File: src/rtl/temp_pkg.sv
// ---------------------------------------------------------------------------
// temp_pkg
// Shared definitions for the temperature-sensor controller and its readers.
//
// Contents:
//   ST_WARMUP/ST_PTAT/ST_CTAT/ST_ILLEGAL - 2-bit controller state encodings
//   rd_state_e                           - reader pairing FSM states
//   TEMP_CW                              - default controller count width
//   is_phase_state()                     - true for the two comparator phases
// ---------------------------------------------------------------------------
package temp_pkg;

    // Controller state encodings. PTAT and CTAT differ in one bit so the
    // controller can toggle between them cheaply; 2'd2 is never produced by
    // a healthy controller.
    localparam logic [1:0] ST_WARMUP  = 2'd0;
    localparam logic [1:0] ST_PTAT    = 2'd1;
    localparam logic [1:0] ST_CTAT    = 2'd3;
    localparam logic [1:0] ST_ILLEGAL = 2'd2;

    // Default width of the controller phase counter.
    localparam int TEMP_CW = 8;

    // Reader pairing FSM: waiting for a PTAT phase to end, or holding a PTAT
    // length and waiting for the matching CTAT phase to end.
    typedef enum logic {
        WAIT_PTAT = 1'b0,
        WAIT_CTAT = 1'b1
    } rd_state_e;

    // A state in which the controller is timing a comparator phase.
    function automatic logic is_phase_state(input logic [1:0] st);
        return (st == ST_PTAT) || (st == ST_CTAT);
    endfunction

endpackage

File: src/rtl/temp_phase_detect.sv
// ---------------------------------------------------------------------------
// temp_phase_detect
// Registers the controller state/count once per cycle and decodes phase
// events from the (previous, current) pair. Every event is therefore
// reported one cycle after the controller changes state.
//
// Ports:
//   clk, reset   - clock, synchronous active-high reset
//   i_state      - controller state
//   i_count      - controller phase counter
//   i_idle       - reader has nothing in flight (no held PTAT, no pairs)
//   o_ptat_end   - a PTAT phase just finished (PTAT -> CTAT)
//   o_ctat_end   - a CTAT phase just finished (CTAT -> PTAT)
//   o_wrap       - the phase counter wrapped from all-ones to zero
//   o_abort      - in-flight accumulation must be discarded
//   o_illegal    - controller is in the unused state encoding
//   o_len        - length of the phase that just finished
// ---------------------------------------------------------------------------
module temp_phase_detect
    import temp_pkg::*;
#(
    parameter int CW = TEMP_CW
) (
    input  logic          clk,
    input  logic          reset,
    input  logic [1:0]    i_state,
    input  logic [CW-1:0] i_count,
    input  logic          i_idle,
    output logic          o_ptat_end,
    output logic          o_ctat_end,
    output logic          o_wrap,
    output logic          o_abort,
    output logic          o_illegal,
    output logic [CW-1:0] o_len
);

    logic [1:0]    r_prev_state;
    logic [CW-1:0] r_prev_count;

    logic w_warmup;
    logic w_same_phase;

    // History registers. Reset to WARMUP so that the first real phase after
    // reset is never mistaken for the end of a previous one.
    always_ff @(posedge clk) begin
        if (reset) begin
            r_prev_state <= ST_WARMUP;
            r_prev_count <= '0;
        end else begin
            r_prev_state <= i_state;
            r_prev_count <= i_count;
        end
    end

    // The controller holds count at the terminal value for the cycle before
    // it switches, so the previous count is the completed phase length.
    assign o_len = r_prev_count;

    assign o_ptat_end = (r_prev_state == ST_PTAT) && (i_state == ST_CTAT);
    assign o_ctat_end = (r_prev_state == ST_CTAT) && (i_state == ST_PTAT);

    // A wrap is only meaningful while the same phase keeps running; a
    // counter restart at a phase boundary is not a wrap.
    assign w_same_phase = (r_prev_state == i_state) && is_phase_state(i_state);
    assign o_wrap       = w_same_phase
                        && (r_prev_count == {CW{1'b1}})
                        && (i_count == '0);

    assign o_illegal = (i_state == ST_ILLEGAL);
    assign w_warmup  = (i_state == ST_WARMUP);

    // WARMUP only destroys work in progress; when the reader is idle it is
    // harmless. The illegal state always forces a clean restart.
    assign o_abort = o_illegal || (w_warmup && !i_idle);

endmodule

File: src/rtl/temp_sample_reader.sv
// ---------------------------------------------------------------------------
// temp_sample_reader
// Watches the temperature-sensor controller, pairs each PTAT phase length
// with the following CTAT phase length, sums 2**AVG_LOG2 such pairs and
// hands the sums downstream over a valid/ready handshake.
//
// Ports:
//   clk, reset     - clock, synchronous active-high reset
//   i_state        - controller state (see temp_pkg encodings)
//   i_count        - controller phase counter
//   i_clear        - clears the sticky error flags
//   o_res_valid    - result register holds a result
//   i_res_ready    - downstream accepts the result
//   o_res_ptat     - sum of PTAT phase lengths
//   o_res_ctat     - sum of CTAT phase lengths
//   o_res_ovf      - a phase in this result wrapped the counter
//   o_err_lost     - sticky: a completed result could not be stored
//   o_err_illegal  - sticky: illegal controller state observed
//   o_busy         - accumulation in progress
// ---------------------------------------------------------------------------
module temp_sample_reader
    import temp_pkg::*;
#(
    parameter int CW       = TEMP_CW,
    parameter int AVG_LOG2 = 2
) (
    input  logic                   clk,
    input  logic                   reset,
    input  logic [1:0]             i_state,
    input  logic [CW-1:0]          i_count,
    input  logic                   i_clear,
    output logic                   o_res_valid,
    input  logic                   i_res_ready,
    output logic [CW+AVG_LOG2-1:0] o_res_ptat,
    output logic [CW+AVG_LOG2-1:0] o_res_ctat,
    output logic                   o_res_ovf,
    output logic                   o_err_lost,
    output logic                   o_err_illegal,
    output logic                   o_busy
);

    // Sum width is fixed by the counter width and the averaging depth; the
    // largest possible sum (2**CW-1)*2**AVG_LOG2 always fits.
    localparam int SW  = CW + AVG_LOG2;
    // Pair counter must be able to hold 2**AVG_LOG2 itself.
    localparam int PCW = AVG_LOG2 + 1;
    localparam logic [PCW-1:0] PAIRS = PCW'(2 ** AVG_LOG2);

    // Accumulation state
    rd_state_e      r_fsm;
    logic [CW-1:0]  r_ptat_hold;
    logic [SW-1:0]  r_acc_p;
    logic [SW-1:0]  r_acc_c;
    logic [PCW-1:0] r_pair_cnt;
    logic           r_phase_ovf;

    // Output register and sticky flags
    logic           r_res_valid;
    logic [SW-1:0]  r_res_ptat;
    logic [SW-1:0]  r_res_ctat;
    logic           r_res_ovf;
    logic           r_err_lost;
    logic           r_err_illegal;

    // Decoded events
    logic           w_ptat_end;
    logic           w_ctat_end;
    logic           w_wrap;
    logic           w_abort;
    logic           w_illegal;
    logic [CW-1:0]  w_len;

    logic           w_idle;
    logic           w_pair_done;
    logic [PCW-1:0] w_pair_next;
    logic [SW-1:0]  w_sum_p;
    logic [SW-1:0]  w_sum_c;
    logic           w_complete;
    logic           w_out_free;
    logic           w_xfer;

    assign w_idle = (r_fsm == WAIT_PTAT) && (r_pair_cnt == '0);

    temp_phase_detect #(
        .CW (CW)
    ) u_detect (
        .clk        (clk),
        .reset      (reset),
        .i_state    (i_state),
        .i_count    (i_count),
        .i_idle     (w_idle),
        .o_ptat_end (w_ptat_end),
        .o_ctat_end (w_ctat_end),
        .o_wrap     (w_wrap),
        .o_abort    (w_abort),
        .o_illegal  (w_illegal),
        .o_len      (w_len)
    );

    // A CTAT end only closes a pair if a PTAT length is being held; a stray
    // CTAT end (pairing out of step) is dropped.
    assign w_pair_done = w_ctat_end && (r_fsm == WAIT_CTAT);
    assign w_pair_next = r_pair_cnt + PCW'(1);
    assign w_sum_p     = r_acc_p + SW'(r_ptat_hold);
    assign w_sum_c     = r_acc_c + SW'(w_len);
    assign w_complete  = w_pair_done && (w_pair_next == PAIRS);

    // The output register can accept a new result when it is empty or is
    // being emptied this very cycle.
    assign w_xfer     = r_res_valid && i_res_ready;
    assign w_out_free = !r_res_valid || i_res_ready;

    // Pairing FSM, accumulators, output register and sticky flags. Abort has
    // priority over every accumulation event but never touches a result that
    // is already waiting in the output register.
    always_ff @(posedge clk) begin
        if (reset) begin
            r_fsm         <= WAIT_PTAT;
            r_ptat_hold   <= '0;
            r_acc_p       <= '0;
            r_acc_c       <= '0;
            r_pair_cnt    <= '0;
            r_phase_ovf   <= 1'b0;
            r_res_valid   <= 1'b0;
            r_res_ptat    <= '0;
            r_res_ctat    <= '0;
            r_res_ovf     <= 1'b0;
            r_err_lost    <= 1'b0;
            r_err_illegal <= 1'b0;
        end else begin
            // Result register: a completion overwrites an accepted result
            // directly, giving back-to-back valid cycles.
            if (w_complete && w_out_free) begin
                r_res_valid <= 1'b1;
                r_res_ptat  <= w_sum_p;
                r_res_ctat  <= w_sum_c;
                r_res_ovf   <= r_phase_ovf || w_wrap;
            end else if (w_xfer) begin
                r_res_valid <= 1'b0;
            end

            // Sticky flags: a setting event beats a simultaneous clear.
            if (w_complete && !w_out_free) begin
                r_err_lost <= 1'b1;
            end else if (i_clear) begin
                r_err_lost <= 1'b0;
            end

            if (w_illegal) begin
                r_err_illegal <= 1'b1;
            end else if (i_clear) begin
                r_err_illegal <= 1'b0;
            end

            if (w_abort) begin
                r_fsm       <= WAIT_PTAT;
                r_ptat_hold <= '0;
                r_acc_p     <= '0;
                r_acc_c     <= '0;
                r_pair_cnt  <= '0;
                r_phase_ovf <= 1'b0;
            end else begin
                // The wrapped length is kept as-is; only the flag records it.
                if (w_wrap) begin
                    r_phase_ovf <= 1'b1;
                end

                if (w_ptat_end) begin
                    r_ptat_hold <= w_len;
                    r_fsm       <= WAIT_CTAT;
                end else if (w_pair_done) begin
                    r_fsm <= WAIT_PTAT;
                    // Completed results start the next window from zero,
                    // whether or not the result could be stored.
                    if (w_complete) begin
                        r_acc_p     <= '0;
                        r_acc_c     <= '0;
                        r_pair_cnt  <= '0;
                        r_phase_ovf <= 1'b0;
                    end else begin
                        r_acc_p    <= w_sum_p;
                        r_acc_c    <= w_sum_c;
                        r_pair_cnt <= w_pair_next;
                    end
                end
            end
        end
    end

    assign o_res_valid   = r_res_valid;
    assign o_res_ptat    = r_res_ptat;
    assign o_res_ctat    = r_res_ctat;
    assign o_res_ovf     = r_res_ovf;
    assign o_err_lost    = r_err_lost;
    assign o_err_illegal = r_err_illegal;
    assign o_busy        = (r_fsm == WAIT_CTAT) || (r_pair_cnt != '0);

endmodule

File: config.mk
export PLATFORM = sky130hd
export DESIGN_NAME = temp_sample_reader
export DESIGN_NICKNAME = d
export VERILOG_FILES = /design/src/rtl/temp_pkg.sv /design/src/rtl/temp_phase_detect.sv /design/src/rtl/temp_sample_reader.sv
export SDC_FILE = /design/constraint.sdc
export NUM_CORES = 1
export LEC_CHECK = 0
export BUFFER_PORTS_ARGS = -buffer_cell sky130_fd_sc_hd__clkbuf_2
export CAP_MARGIN = 10
export CORE_ASPECT_RATIO = 1.4
export CORE_MARGIN = 2
export CORE_UTILIZATION = 55
export DETAILED_ROUTE_END_ITERATION = 7
export PLACE_DENSITY_LB_ADDON = 0.12
export SYNTH_ARGS = -nofsm -noshare
export SYNTH_HDL_FRONTEND = slang
export SYNTH_SLANG_ARGS = --single-unit
File: constraint.sdc
create_clock -name clk -period 2.5 [get_ports clk]
set_clock_uncertainty 0.15 [all_clocks]
set_input_delay 0.375 -clock clk [delete_from_list [all_inputs] [get_ports clk]]
set_output_delay 0.375 -clock clk [all_outputs]
set_load 0.01 [all_outputs]
==> impl_results.md <==
* Outcome: completed
* Syn avg cell area at around 8.5 µm²
* Setup TNS at 0 ns
* Vias per std cell at ~5.7
* Fmax at approximately 0.44 GHz
* Root Buffer: clkbuf_8
* Post-Synthesis Cells at around 380
* Crit. End Element: flop
* Fin crit share at 0.914
* Design Area, Final at 3810 µm²
* Post-Syn Area at 3250 µm²
* Combinational Power Share at 0.049
* DRC violations left at 0
* # setup viols final at 0
* Final Max Slew Viols at 0
* Worst EP arrival at about 2.4 ns
* I/O Buffers at 38
* Max_slew headroom at 0.681
* Initial Util at 0.563
* Netlist cell types at 43
* Core box area at approximately 5800 µm²
* Clock Tree Buf Depth at 2
* Worst min path class: input port to flop
* CTS buffer count at 9
* H-tree depth at 3
* CP required at between 2 and 3 ns
* Tightest Pin Transition at 0.477 ns
* Drt pass-1 iters at 4
* Reg-to-Reg Start: u_detect.o_len[0]$_SDFF_PP0_
* Dpl cell area at around 3600 µm²
* Final Hold Violating Endpoints at 0
* First-pass GRT wire length at around 13000 µm
* Area Overhead vs Synth at 17.0%
* Worst Setup SP: u_detect.o_len[0]$_SDFF_PP0_
* CTS tree: done
* Ys flop type: dfxtp_1
* Clk sinks at between 60 and 70
* I/O Pins at 39
* Routed vias at between 2000 and 3000
* Routability Congestion at 0.835
* Crit-path max FO at 4
* Min-delay src: i_count[5]
* # diodes at 0
* Post-synthesis sequential area ratio at 0.412
* Routed len/inst at 15.4 µm
* Nets at ~470
* Hold_buf cts at 0
* Switching power at around 470 µW
* VDD IR max at 0.362 mV
* Final Instance Count excl. Fillers at ~510
* Chip Width at between 60 and 70 µm
* Top Usage Layer GRT: met2
* Area occupied by multi-input gates at between 1500 and 2000 µm²
* FP Rows at 33
* Critical path type: flop to flop
* Synth Register Bits at between 60 and 70
* Synth warn at 0
* Async S/R FF share, synth at 0
* Die height at roughly 95 µm
* Register area at between 1000 and 1500 µm²
* GR Util met3 at 0.0416
* Post-route ant nets at 0
* Internal power at about 1.7 mW
* Layout cell share with drive strength beyond 1 at 0.165
* Final hold slack at 0.110 ns
* Pin count of the biggest net entering global routing at 32
* Area of the die at roughly 6600 µm²
* Total global-route track usage at 0.246
* P_leak at 1.55 nW
* Placed Cells at a little under 500
* Fin crit period at between 2 and 2.5 ns
* Worst-path clk slew at around 0.070 ns
* Clock Latency Late Sink at 0.34 ns
* DP Wirelength at about 5700 µm
* RSZ-0062 raised after global routing: no
* Power Density at roughly 560 nW/µm²
* MaxCap Viol Count at 0
* Met1 usage at 0.304
* Post-synthesis net count at roughly 420
* Power share of the clock group at 0.439
* Initial DRC Count at approximately 160
* Routed Wire Length at slightly below 8000 µm
* Fill cells at roughly 500
* Vias in the first global route at between 2000 and 3000
* Worst setup SP type: flop
* Seq pwr share at 0.512
* Global route total overflow at 0
* Initial antenna violation count at 0
* Sw Share at 0.220
* GR met2 Demand/Resource at 0.433
* Post-synth EDFFs at 0
## through the flow
step                      utilization  setup WS [ns]  total power [mW]
after floorplan                     -          0.349              1.18
after detailed placement        0.622          0.182              1.22
after global placement          0.622          0.257              1.22
after global routing            0.659         0.0543              2.20
after CTS                       0.658          0.163              2.13
final                           0.659          0.214              2.13
## cells in the final DEF (no fill, tap or decap), types with 6 or more instances in the layout
master	count
dfxtp_1	67
nand2_1	48
a211oi_1	9
ha_1	19
xor2_1	6
inv_1	12
nor2_1	41
buf_4	15
a22oi_1	6
clkbuf_8	12
nor3_1	6
o21ai_0	15
a21oi_1	39
nand2b_1	6
nor2b_1	13
a22o_1	7
nand3_1	8
clkbuf_2	38
nand4b_1	6
## state kept, by name, indices dropped and copies added (netlist names), 2 cells and up
register / cells
o_res_ctat: 10
o_res_ptat: 10
r_acc_c: 10
r_acc_p: 10
r_pair_cnt: 3
r_ptat_hold: 8
u_detect.o_len: 8
u_detect.r_prev_state: 2
## path summary, 6_finish.rpt
kind	cells past startpoint	slack, ns	end
setup / recovery	8	0.21	o_res_ctat[8]$_SDFFE_PP0P_
hold reg to reg	2	0.30	o_res_ctat[3]$_SDFFE_PP0P_
hold / removal	2	0.11	u_detect.o_len[5]$_SDFF_PP0_
setup reg to reg	8	0.21	o_res_ctat[8]$_SDFFE_PP0P_
## cell usage after synthesis (7+ instances only)
master | number | area (µm²)
clkbuf_1 | 11 | 41.3
a21oi_1 | 40 | 200
a22o_1 | 7 | 61.3
o21ai_0 | 15 | 75.1
nor2b_1 | 13 | 81.3
ha_1 | 19 | 238
dfxtp_1 | 67 | 1340
inv_1 | 12 | 45.0
nand2_1 | 48 | 180
nor2_1 | 41 | 154
a211oi_1 | 9 | 67.6
nand3_1 | 8 | 40.0
## critical path, cell delays in order (launching register included)
cell and delay (ns):
dfxtp_1 0.36, ha_1 0.18, inv_1 0.06, fa_1 0.39, nand2b_1 0.17, a21oi_2 0.18
a31oi_1 0.15, or4_1 0.50, nand3_1 0.09
## final cells by class
cell class | instances | share of cell area
Timing Repair Buffer | 54 | 0.0848
Clock buffer | 15 | 0.0463
Clock inverter | 1 | 0.00789
Tap cell | 70 | 0.0230
Multi-Input combinational cell | 288 | 0.474
Sequential cell | 67 | 0.352
Inverter | 12 | 0.0118
## power by group through the flow
stage | Combinational (mW) | Sequential [mW] | Clock, mW
2_1_floorplan | 0.0663 | 1.11 | 0
6_report | 0.104 | 1.09 | 0.936
3_5_place_dp | 0.103 | 1.12 | 0
4_1_cts | 0.104 | 1.09 | 0.940
5_1_grt | 0.115 | 1.09 | 0.989
3_3_place_gp | 0.102 | 1.11 | 0
## routing by layer
layer,wire [µm],share of wire,up-vias
met5,0,0,-
met4,128,0.016,0
met3,306,0.039,14
met2,3880,0.50,81
met1,3500,0.45,1361
li1,-,-,1448
## kinds of logic after synthesis
group | Yosys count | share of synthesized area
DFF | 67 | 0.412
muxes | 5 | 0.0154
AOI/OAI and AO/OA | 97 | 0.185
adders and majority gates | 21 | 0.0854
xor gates and xnor gates | 11 | 0.0296
buffers and inverters | 28 | 0.0362
and+or+nand+nor | 154 | 0.236
## what timing repair did
action	CTS	global route
buffers inserted	0	0
gates resized for setup	0	1
setup endpoints to repair	0	1
No activity file was read; power rests on OpenSTA's default activity.
